==> config.mk <==
export PLATFORM = sky130hd
export DESIGN_NAME = ahb_bus_arbiter_2m
export DESIGN_NICKNAME = d
export VERILOG_FILES = /design/src/rtl/ahb_arb_pkg.sv /design/src/rtl/ahb_arb_port.sv /design/src/rtl/ahb_bus_arbiter_2m.sv
export SDC_FILE = /design/constraint.sdc
export NUM_CORES = 1
export LEC_CHECK = 0
export ABC_AREA = 1
export BUFFER_PORTS_ARGS = -buffer_cell sky130_fd_sc_hd__buf_2
export CAP_MARGIN = 30
export CORE_AREA = 4 4 192 194
export DETAILED_ROUTE_END_ITERATION = 12
export DIE_AREA = 0 0 196 198
export PLACE_DENSITY = 0.57
export REMOVE_ABC_BUFFERS = 1
export SETUP_SLACK_MARGIN = 0.3
export SLEW_MARGIN = 10
export SYNTH_ARGS = -nofsm -noshare
export SYNTH_HDL_FRONTEND = slang
export SYNTH_SLANG_ARGS = --single-unit
==> constraint.sdc <==
create_clock -name HCLK -period 2.2 [get_ports HCLK]
set_input_delay 0.11 -clock HCLK [delete_from_list [all_inputs] [get_ports HCLK]]
set_output_delay 0.11 -clock HCLK [all_outputs]
set_load 0.02 [all_outputs]
==> src/rtl/ahb_arb_pkg.sv <==
// Shared types and HTRANS encodings for the two-master AHB-Lite arbiter.
package ahb_arb_pkg;

    localparam int ARB_AW = 32;

    localparam logic [1:0] TRANS_IDLE   = 2'b00;
    localparam logic [1:0] TRANS_BUSY   = 2'b01;
    localparam logic [1:0] TRANS_NONSEQ = 2'b10;
    localparam logic [1:0] TRANS_SEQ    = 2'b11;

    typedef enum logic [1:0] {
        OWN_NONE = 2'd0,
        OWN_M0   = 2'd1,
        OWN_M1   = 2'd2
    } owner_t;

    typedef struct packed {
        logic [ARB_AW-1:0] addr;
        logic [1:0]        trans;
        logic              write;
        logic [2:0]        size;
    } addr_phase_t;

    function automatic owner_t port_owner(input int idx);
        return (idx == 0) ? OWN_M0 : OWN_M1;
    endfunction

    // Beats that continue a burst and therefore keep the bus locked to their owner.
    function automatic logic holds_burst(input logic [1:0] trans);
        return (trans == TRANS_SEQ) || (trans == TRANS_BUSY);
    endfunction

endpackage

==> src/rtl/ahb_arb_port.sv <==
// One master-side port: pending address-phase buffer, request selection and
// the per-master HREADY that hides arbitration stalls from the master.
module ahb_arb_port
    import ahb_arb_pkg::*;
(
    input  logic        clk,
    input  logic        rst_n,
    input  addr_phase_t live,
    input  logic        slave_ready,
    input  logic        is_downer,
    input  logic        lock_own,
    input  logic        issue,
    output logic        req_vld,
    output addr_phase_t req,
    output logic        m_hready
);

    logic        pend_vld_reg;
    addr_phase_t pend_reg;
    logic        live_xfer;
    logic        live_vld;

    assign m_hready  = is_downer ? slave_ready : !pend_vld_reg;
    assign live_xfer = live.trans[1];
    // BUSY is only meaningful to the slave while this master holds the burst lock.
    assign live_vld  = m_hready && (live_xfer || ((live.trans == TRANS_BUSY) && lock_own));

    assign req_vld = pend_vld_reg || live_vld;
    assign req     = pend_vld_reg ? pend_reg : live;

    always_ff @(posedge clk or negedge rst_n) begin
        if (!rst_n) begin
            pend_vld_reg <= 1'b0;
            pend_reg     <= '0;
        end else if (pend_vld_reg) begin
            if (issue) begin
                pend_vld_reg <= 1'b0;
            end
        end else if (live_vld && live_xfer && !issue) begin
            // The master saw HREADY high, so it believes this address was taken.
            pend_vld_reg <= 1'b1;
            pend_reg     <= live;
        end
    end

endmodule

==> src/rtl/ahb_bus_arbiter_2m.sv <==
// Two-master AHB-Lite arbiter in front of a single slave port: burst lock,
// round-robin on ties, and per-port address buffering for the losing master.
module ahb_bus_arbiter_2m
    import ahb_arb_pkg::*;
#(
    parameter int AW = 32,
    parameter int DW = 64
) (
    input  logic          HCLK,
    input  logic          HRESETn,
    input  logic [AW-1:0] M0_HADDR,
    input  logic [1:0]    M0_HTRANS,
    input  logic          M0_HWRITE,
    input  logic [2:0]    M0_HSIZE,
    input  logic [DW-1:0] M0_HWDATA,
    output logic          M0_HREADY,
    output logic [DW-1:0] M0_HRDATA,
    input  logic [AW-1:0] M1_HADDR,
    input  logic [1:0]    M1_HTRANS,
    input  logic          M1_HWRITE,
    input  logic [2:0]    M1_HSIZE,
    input  logic [DW-1:0] M1_HWDATA,
    output logic          M1_HREADY,
    output logic [DW-1:0] M1_HRDATA,
    output logic [AW-1:0] HADDR,
    output logic [1:0]    HTRANS,
    output logic          HWRITE,
    output logic [2:0]    HSIZE,
    output logic [DW-1:0] HWDATA,
    input  logic          HREADY,
    input  logic [DW-1:0] HRDATA
);

    owner_t      downer_reg;
    owner_t      last_grant_reg;
    addr_phase_t last_phase_reg;

    addr_phase_t live    [2];
    addr_phase_t req     [2];
    logic [1:0]  req_vld;
    logic [1:0]  m_hready;
    logic [1:0]  lock;
    owner_t      win;
    owner_t      issued;
    addr_phase_t bus;

    assign live[0] = '{addr: M0_HADDR, trans: M0_HTRANS, write: M0_HWRITE, size: M0_HSIZE};
    assign live[1] = '{addr: M1_HADDR, trans: M1_HTRANS, write: M1_HWRITE, size: M1_HSIZE};

    generate
        for (genvar gi = 0; gi < 2; gi++) begin : g_port
            ahb_arb_port u_port (
                .clk         (HCLK),
                .rst_n       (HRESETn),
                .live        (live[gi]),
                .slave_ready (HREADY),
                .is_downer   (downer_reg == port_owner(gi)),
                .lock_own    (last_grant_reg == port_owner(gi)),
                .issue       (issued == port_owner(gi)),
                .req_vld     (req_vld[gi]),
                .req         (req[gi]),
                .m_hready    (m_hready[gi])
            );

            assign lock[gi] = req_vld[gi] && (last_grant_reg == port_owner(gi))
                              && holds_burst(req[gi].trans);
        end
    endgenerate

    always_comb begin
        win = OWN_NONE;
        if (lock[0]) begin
            win = OWN_M0;
        end else if (lock[1]) begin
            win = OWN_M1;
        end else if (req_vld[0] && req_vld[1]) begin
            win = (last_grant_reg == OWN_M0) ? OWN_M1 : OWN_M0;
        end else if (req_vld[0]) begin
            win = OWN_M0;
        end else if (req_vld[1]) begin
            win = OWN_M1;
        end
    end

    // Nothing is presented to the slave while it stalls or while reset is held.
    assign issued = (HREADY && HRESETn) ? win : OWN_NONE;

    always_comb begin
        bus       = last_phase_reg;
        bus.trans = TRANS_IDLE;
        case (issued)
            OWN_M0:  bus = req[0];
            OWN_M1:  bus = req[1];
            default: ;
        endcase
    end

    assign HADDR  = bus.addr;
    assign HTRANS = bus.trans;
    assign HWRITE = bus.write;
    assign HSIZE  = bus.size;

    always_comb begin
        case (downer_reg)
            OWN_M0:  HWDATA = M0_HWDATA;
            OWN_M1:  HWDATA = M1_HWDATA;
            default: HWDATA = '0;
        endcase
    end

    assign M0_HREADY = m_hready[0];
    assign M1_HREADY = m_hready[1];
    assign M0_HRDATA = HRDATA;
    assign M1_HRDATA = HRDATA;

    always_ff @(posedge HCLK or negedge HRESETn) begin
        if (!HRESETn) begin
            downer_reg     <= OWN_NONE;
            last_grant_reg <= OWN_M1;
            last_phase_reg <= '0;
        end else if (HREADY) begin
            downer_reg <= issued;
            if (issued != OWN_NONE) begin
                last_grant_reg <= issued;
                last_phase_reg <= bus;
            end
        end
    end

endmodule

Word level (Yosys, flattened, before mapping)
Cells that the tools add are included.
{"block": "word_totals", "regBits": 118, "latch_bits": 0, "mem_bits_rw": 0, "mem_bits_ro": 0, "inputBits": 271, "out_inout_bits": 232, "word_cells": 76, "n_memories": 0}
{"block": "classes", "addsub": 0, "mul": 0, "div_mod_pow": 0, "order_cmp": 0, "eq_ne": 12, "shifts": 0, "n_mux": 19, "n_bitwise": 2, "n_reduce_logical": 28}
{"operator": "64-bit one-hot mux with 2 select lines", "n": 1}
{"operator": "38-bit two-way mux", "n": 2}
{"operator": "38-bit one-hot mux with 2 select lines", "n": 1}
{"operator": "2-bit by 1-bit equality test with 1-bit output (second input constant)", "n": 7}
{"operator": "1-bit logical AND", "n": 14}
{"operator": "2-bit two-way mux", "n": 7}
{"operator": "2-bit equality test (second input constant)", "n": 5}
{"operator": "1-bit two-way mux", "n": 8}
{"operator": "1-bit logical OR", "n": 6}
{"operator": "2-bit AND reduction", "n": 3}
{"operator": "1-bit logical NOT", "n": 4}
{"operator": "1-bit NOT", "n": 2}
{"operator": "2-bit nonzero test", "n": 1}

Longest topological paths before layout
{"block": "logic_depth", "word_depth": 16, "mapped_depth": 17}

Cells and area by module
From an unflattened synthesis, not the netlist that was laid out.
{"block": "unflattened", "cells_unflattened": 1293, "area_unflattened_um2": 8448.1}
{"mod": "ahb_bus_arbiter_2m", "n_inst": 1, "cells_per_inst": 703, "area_per_inst_um2": 4404.2}
{"mod": "ahb_arb_port", "n_inst": 2, "cells_per_inst": 295, "area_per_inst_um2": 2021.9}

Worst setup path before layout
OpenSTA, ideal clock, no wires.
{"block": "synth_timing", "path_kind": "reg2out", "from": "register downer_reg[0]", "to": "output port HADDR[6]", "arrival_ns": 2.411, "setup_slack_ns": -0.321, "path_stages_with_launch": 16, "n_path_buf": 2, "path_cell_list": "dfrtp_1 > inv_1 > ha_1 > nand3_1 > nand2_1 > inv_2 > nand2_4 > nand2_4 > buf_6 > nand2_4 > inv_1 > ha_1 > clkinv_1 > clkbuf_1 > or2_2 > and2_1"}
{"block": "synth_via", "elab_chain_len": 12, "elab_cells_between_ends": 22}
{"item": "start, declared", "line": "ahb_bus_arbiter_2m.sv:34", "rtl": "owner_t downer_reg;"}
{"item": "start signal, assigned", "line": "ahb_bus_arbiter_2m.sv:122", "rtl": "downer_reg <= issued;"}
{"item": "2-bit equality test", "line": "ahb_bus_arbiter_2m.sv:57", "rtl": ".is_downer (downer_reg == port_owner(gi)),"}
{"item": "1-bit two-way mux", "line": "ahb_arb_port.sv:23", "rtl": "assign m_hready = is_downer ? slave_ready : !pend_vld_reg;"}
{"item": "1-bit logical AND", "line": "ahb_arb_port.sv:26", "rtl": "assign live_vld = m_hready && (live_xfer || ((live.trans == TRANS_BUSY) && lock_own));"}
{"item": "1-bit logical OR", "line": "ahb_arb_port.sv:28", "rtl": "assign req_vld = pend_vld_reg || live_vld;"}
{"item": "2-bit two-way mux", "line": "ahb_bus_arbiter_2m.sv:80", "rtl": "end else if (req_vld[1]) begin"}
{"item": "2-bit two-way mux", "line": "ahb_bus_arbiter_2m.sv:78", "rtl": "end else if (req_vld[0]) begin"}
{"item": "2-bit two-way mux", "line": "ahb_bus_arbiter_2m.sv:76", "rtl": "end else if (req_vld[0] && req_vld[1]) begin"}
{"item": "2-bit two-way mux", "line": "ahb_bus_arbiter_2m.sv:74", "rtl": "end else if (lock[1]) begin"}
{"item": "2-bit two-way mux *", "line": "ahb_bus_arbiter_2m.sv:72", "rtl": "if (lock[0]) begin"}
{"item": "2-bit two-way mux *", "line": "ahb_bus_arbiter_2m.sv:86", "rtl": "assign issued = (HREADY && HRESETn) ? win : OWN_NONE;"}
{"item": "named net issued[1]", "line": "ahb_bus_arbiter_2m.sv:44", "rtl": "owner_t issued;"}
{"item": "2-bit equality test or 2-bit by 1-bit equality test with 1-bit output (tied branches)", "line": "ahb_bus_arbiter_2m.sv:91", "rtl": "case (issued)"}
{"item": "38-bit one-hot mux with 2 select lines *", "line": "ahb_bus_arbiter_2m.sv:91"}
{"item": "end, declared", "line": "ahb_bus_arbiter_2m.sv:25", "rtl": "output logic [AW-1:0] HADDR,"}
Mark *: on every way through the listed nets, which the timed path passes. The rest lies on a longest branch.

Worst setup path in the final report
{"block": "layout_timing", "from": "register downer_reg[1]", "to": "output port HADDR[6]"}
{"block": "layout_via", "elab_cells_between_ends": 22}
{"item": "2-bit by 1-bit equality test with 1-bit output or 2-bit equality test (tied branches)", "line": "ahb_bus_arbiter_2m.sv:57"}
{"item": "1-bit two-way mux", "line": "ahb_arb_port.sv:23"}
{"item": "1-bit logical AND", "line": "ahb_arb_port.sv:26"}
{"item": "1-bit logical OR", "line": "ahb_arb_port.sv:28"}
{"item": "2-bit two-way mux (tied with other cells)", "line": "ahb_bus_arbiter_2m.sv:78"}
{"item": "2-bit two-way mux or 1-bit logical AND (tied branches)", "line": "ahb_bus_arbiter_2m.sv:76, ahb_bus_arbiter_2m.sv:66"}
{"item": "2-bit two-way mux", "line": "ahb_bus_arbiter_2m.sv:74"}
{"item": "2-bit two-way mux *", "line": "ahb_bus_arbiter_2m.sv:72"}
{"item": "2-bit two-way mux *", "line": "ahb_bus_arbiter_2m.sv:86"}
{"item": "named net issued[0]", "line": "ahb_bus_arbiter_2m.sv:44"}
{"item": "2-bit equality test or 2-bit by 1-bit equality test with 1-bit output (tied branches)", "line": "ahb_bus_arbiter_2m.sv:91"}
{"item": "38-bit one-hot mux with 2 select lines *", "line": "ahb_bus_arbiter_2m.sv:91"}
Marked as above.

==> summary.md <==
| Metric | Value |
|---|---|
| Routed wire per std cell | 24.4 microns |
| Sequential-to-total area share from yosys stat | 0.348 |
| Min setup slack post-route | -0.597 ns |
| Worst Skew | 0.0144 ns |
| Final period demand of the worst path | 2.80 ns |
| RSZ-0062 raised after global routing | yes |
| Synth-to-layout area growth | 43.4% |
| Actual slew at the worst max-slew pin | 0.712 ns |
| Avg Cell Area, Syn | 6.83 sq um |
| Crit path max-delay cell type | dfrtp_1 |
| Remaining Overflow, GRT | 0 |
| Hold Crit Class | in2reg |
| Starting density of the core | 0.241 |
| CP Launch Type | flop |
| Die area | 0.0388 sq mm |
| Vertical die dimension | 198 microns |
| DRC Markers | 0 |
| Most Frequent Cell on Critical Path | inv_2 |
| Clk_lat worst skew | 0.42 ns |
| Yosys cell types | 25 |
| Static power due to leakage | 5.96 nW |
| Top cells by area, synth | dfrtp_1 (34%), nand2_1 (16%), buf_4 (12%), o21ai_0 (7.7%), nand3_1 (6.7%) |
| Largest net degree at the start of global routing | 119 |
| Total global-route track usage | 0.239 |
| CTS sink cnt | 118 |
| Ratio of routed vias to standard cells | 4.72 |
| FFs w/ async S/R, synth | 1.00 |
| Routed wire length | 48,500 microns |
| I/O pin cnt | 503 |
| Cells after Synth | 1,244 |
| List of cells traversed by the critical path | inv_2, ha_2, nand3_1, nand2_1, inv_2, nand2_4, nor2_4, inv_2, ha_4, inv_12, buf_12, buf_16, or2_4, and2_4, buf_6 |
| Clock tree from TritonCTS | yes |
| Worst slew margin | 0.525 |
| Final worst path period share | 1.27 |
| Peak per-stage delay on the critical path | 0.41 ns |
| Count of input and output buffers | 310 |
| Area after detailed placement | 0.00976 sq mm |
| Failing checks | setup timing |
| Die span in x | 196 microns |
| Area of all placed cells without fillers | 0.0122 sq mm |
| Number of antenna violations at the first check in global routing | 28 |
| Clock tree root buffer cell | clkbuf_16 |
| # setup viols final | 138 |
| Placeable core region | 0.0352 sq mm |
| Longest Clk Path Bufs | 2 |
| Synth area leader | dfrtp_1 |
| YS warnings | 0 |
| Largest driver fanout on the critical path | 7 |
| Required time at the endpoint of the critical path | 2.09 ns |
| Vias in the first global route | 9,209 |
| H-tree levels | 4 |
| Top FF cell, synth | dfrtp_1 |
| Layout cell share with drive strength beyond 1 | 0.350 |
| Clock transition at the register clock pins on the worst setup and hold paths after CTS | 0.07 ns |
| Drt first pass iters | 5 |
| Fin. max-slew vios | 0 |
| Routability congestion estimate from global placement | 0.957 |
| Via count | 9,398 |
| PD cells | 1400 mW/mm^2 |
| Final hold viol count | 0 |
| Total clock buffers created by CTS | 17 |
| Achievable Freq | 358 MHz |
| Worst setup slack before clock tree synthesis | -0.264 ns |
| Crit path DAT | 2.69 ns |
| Row count | 69 |
| Result of the run | complete, but fails checks |
| Max FFs per register | 76 |
| HPWL Detailed | 35,600 microns |
| Category of the critical setup timing path | reg2out |
| Post-synth design cell area | 0.00850 sq mm |
| Crit end category | output pin |
| Layout Nets | 1,782 |
| Number of enable flip-flop cells after synthesis | 0 |
| Fraction of post-synthesis cell area in the top cell type by area | 0.345 |
| FF+latch count, synth | 118 |
| First-pass GRT wire length | 66,800 microns |
| Violation count after the first detailed-route iteration | 500 |
| Post-DRT Antenna Nets | 0 |
| Max IR drop VDD | 0.645 mV |
| Total of max-cap violations | 0 |
[critical path: cells and delay by family (launching register included)]
family / cells / cell delay, ns
adders and majority gates: 2 / 0.49
buffers and inverters: 7 / 0.64
DFF: 1 / 0.41
and+or+nand+nor: 6 / 0.72
[through the flow]
stage / total power, mW / instances / hold slack [ns] / setup TNS [ns] / utilization
floorplan: 8.71 / 1033 / -0.186 / -388.77 / -
global placement: 11.7 / 1846 / 0.220 / -6.34 / 0.277
detailed placement: 11.9 / 1846 / 0.220 / -12.52 / 0.277
CTS: 16.7 / 1969 / 0.0160 / -29.69 / 0.336
global route: 18.3 / 1988 / 0.0425 / -55.88 / 0.346
finish: 17.1 / 1989 / 0.0410 / -29.85 / 0.346
[cells in the mapped netlist (4+ instances only)]
cell type,count
ha_1,4
buf_6,4
dfrtp_1,117
buf_4,131
buf_1,12
inv_1,82
o21ai_1,22
a21oi_1,68
nor2_1,5
nand2_4,4
nand2_1,365
buf_2,10
and2_1,36
nand3_1,114
inv_2,5
clkbuf_1,54
nand4_1,37
or2_2,36
o21ai_0,130
[power by group]
group          internal (mW)  switching, mW
registers               3.12          0.514
logic                   4.29           5.97
clock network           2.08           1.11
total                   9.49           7.59
[final cells by class]
type | instances | area, sq um
fill | 3776 | 23000
multi-input combinational | 825 | 4310
timing repair buffer | 455 | 3310
sequential | 118 | 2960
tap | 461 | 577
clock buffer | 21 | 460
inverter | 90 | 363
clock inverter | 11 | 196
antenna | 8 | 20.0
[metal layers]
metal | wire length [microns] | vias up | share of wire | global-route usage
li1 | - | 4422 | - | -
met1 | 17800 | 4285 | 0.37 | 0.260
met3 | 6450 | 87 | 0.13 | 0.137
met4 | 1780 | 10 | 0.037 | 0.103
met5 | 440 | - | 0.0091 | 0.0988
met2 | 22000 | 594 | 0.45 | 0.371
[logic make-up after synthesis]
| family | after synthesis | share of synthesized area |
|---|---|---|
| AOI/OAI and AO/OA | 220 | 0.130 |
| buffers and inverters | 301 | 0.196 |
| DFF | 118 | 0.348 |
| and+or+nand+nor | 599 | 0.318 |
| adders and majority gates | 4 | 0.00589 |
| muxes | 2 | 0.00265 |
[path summary, 6_finish.rpt]
path / startpoint / to / slack, ns / cells past startpoint
setup / recovery: downer_reg[1]$_DFFE_PN0P_ / HADDR[6] / -0.60 / 15
hold / removal: HREADY / downer_reg[1]$_DFFE_PN0P_ / 0.04 / 3
setup reg to reg: downer_reg[1]$_DFFE_PN0P_ / g_port[0].u_port.pend_reg[0]$_DFFE_PN0P_ / -0.20 / 17
hold reg to reg: g_port[0].u_port.pend_reg[5]$_DFFE_PN0P_ / g_port[0].u_port.pend_reg[5]$_DFFE_PN0P_ / 0.46 / 2
max in group asynchronous: HRESETn / g_port[0].u_port.pend_vld_reg$_DFF_PN0_ / 1.21 / 3
min in group asynchronous: HRESETn / g_port[0].u_port.pend_reg[29]$_DFFE_PN0P_ / 0.42 / 3
[layout by cell type, fill, tap and decap left out, types with 29 or more instances in the layout]
master,count
inv_1,78
nand2_1,358
dlygate4sd3_1,75
dfrtp_1,115
nand3_1,85
a21oi_1,66
nand4_1,37
buf_6,29
buf_4,40
o21ai_0,125
buf_2,290
[timing repair]
action,4_1_cts,5_1_grt
buffers inserted,9,11
resized for setup,121,44
hold buffers,75,0
cloned,7,1
endpoints found under the hold margin,191,0
pin swaps,14,19
setup endpoints to repair,217,218
(Power assumes the default switching activity.)
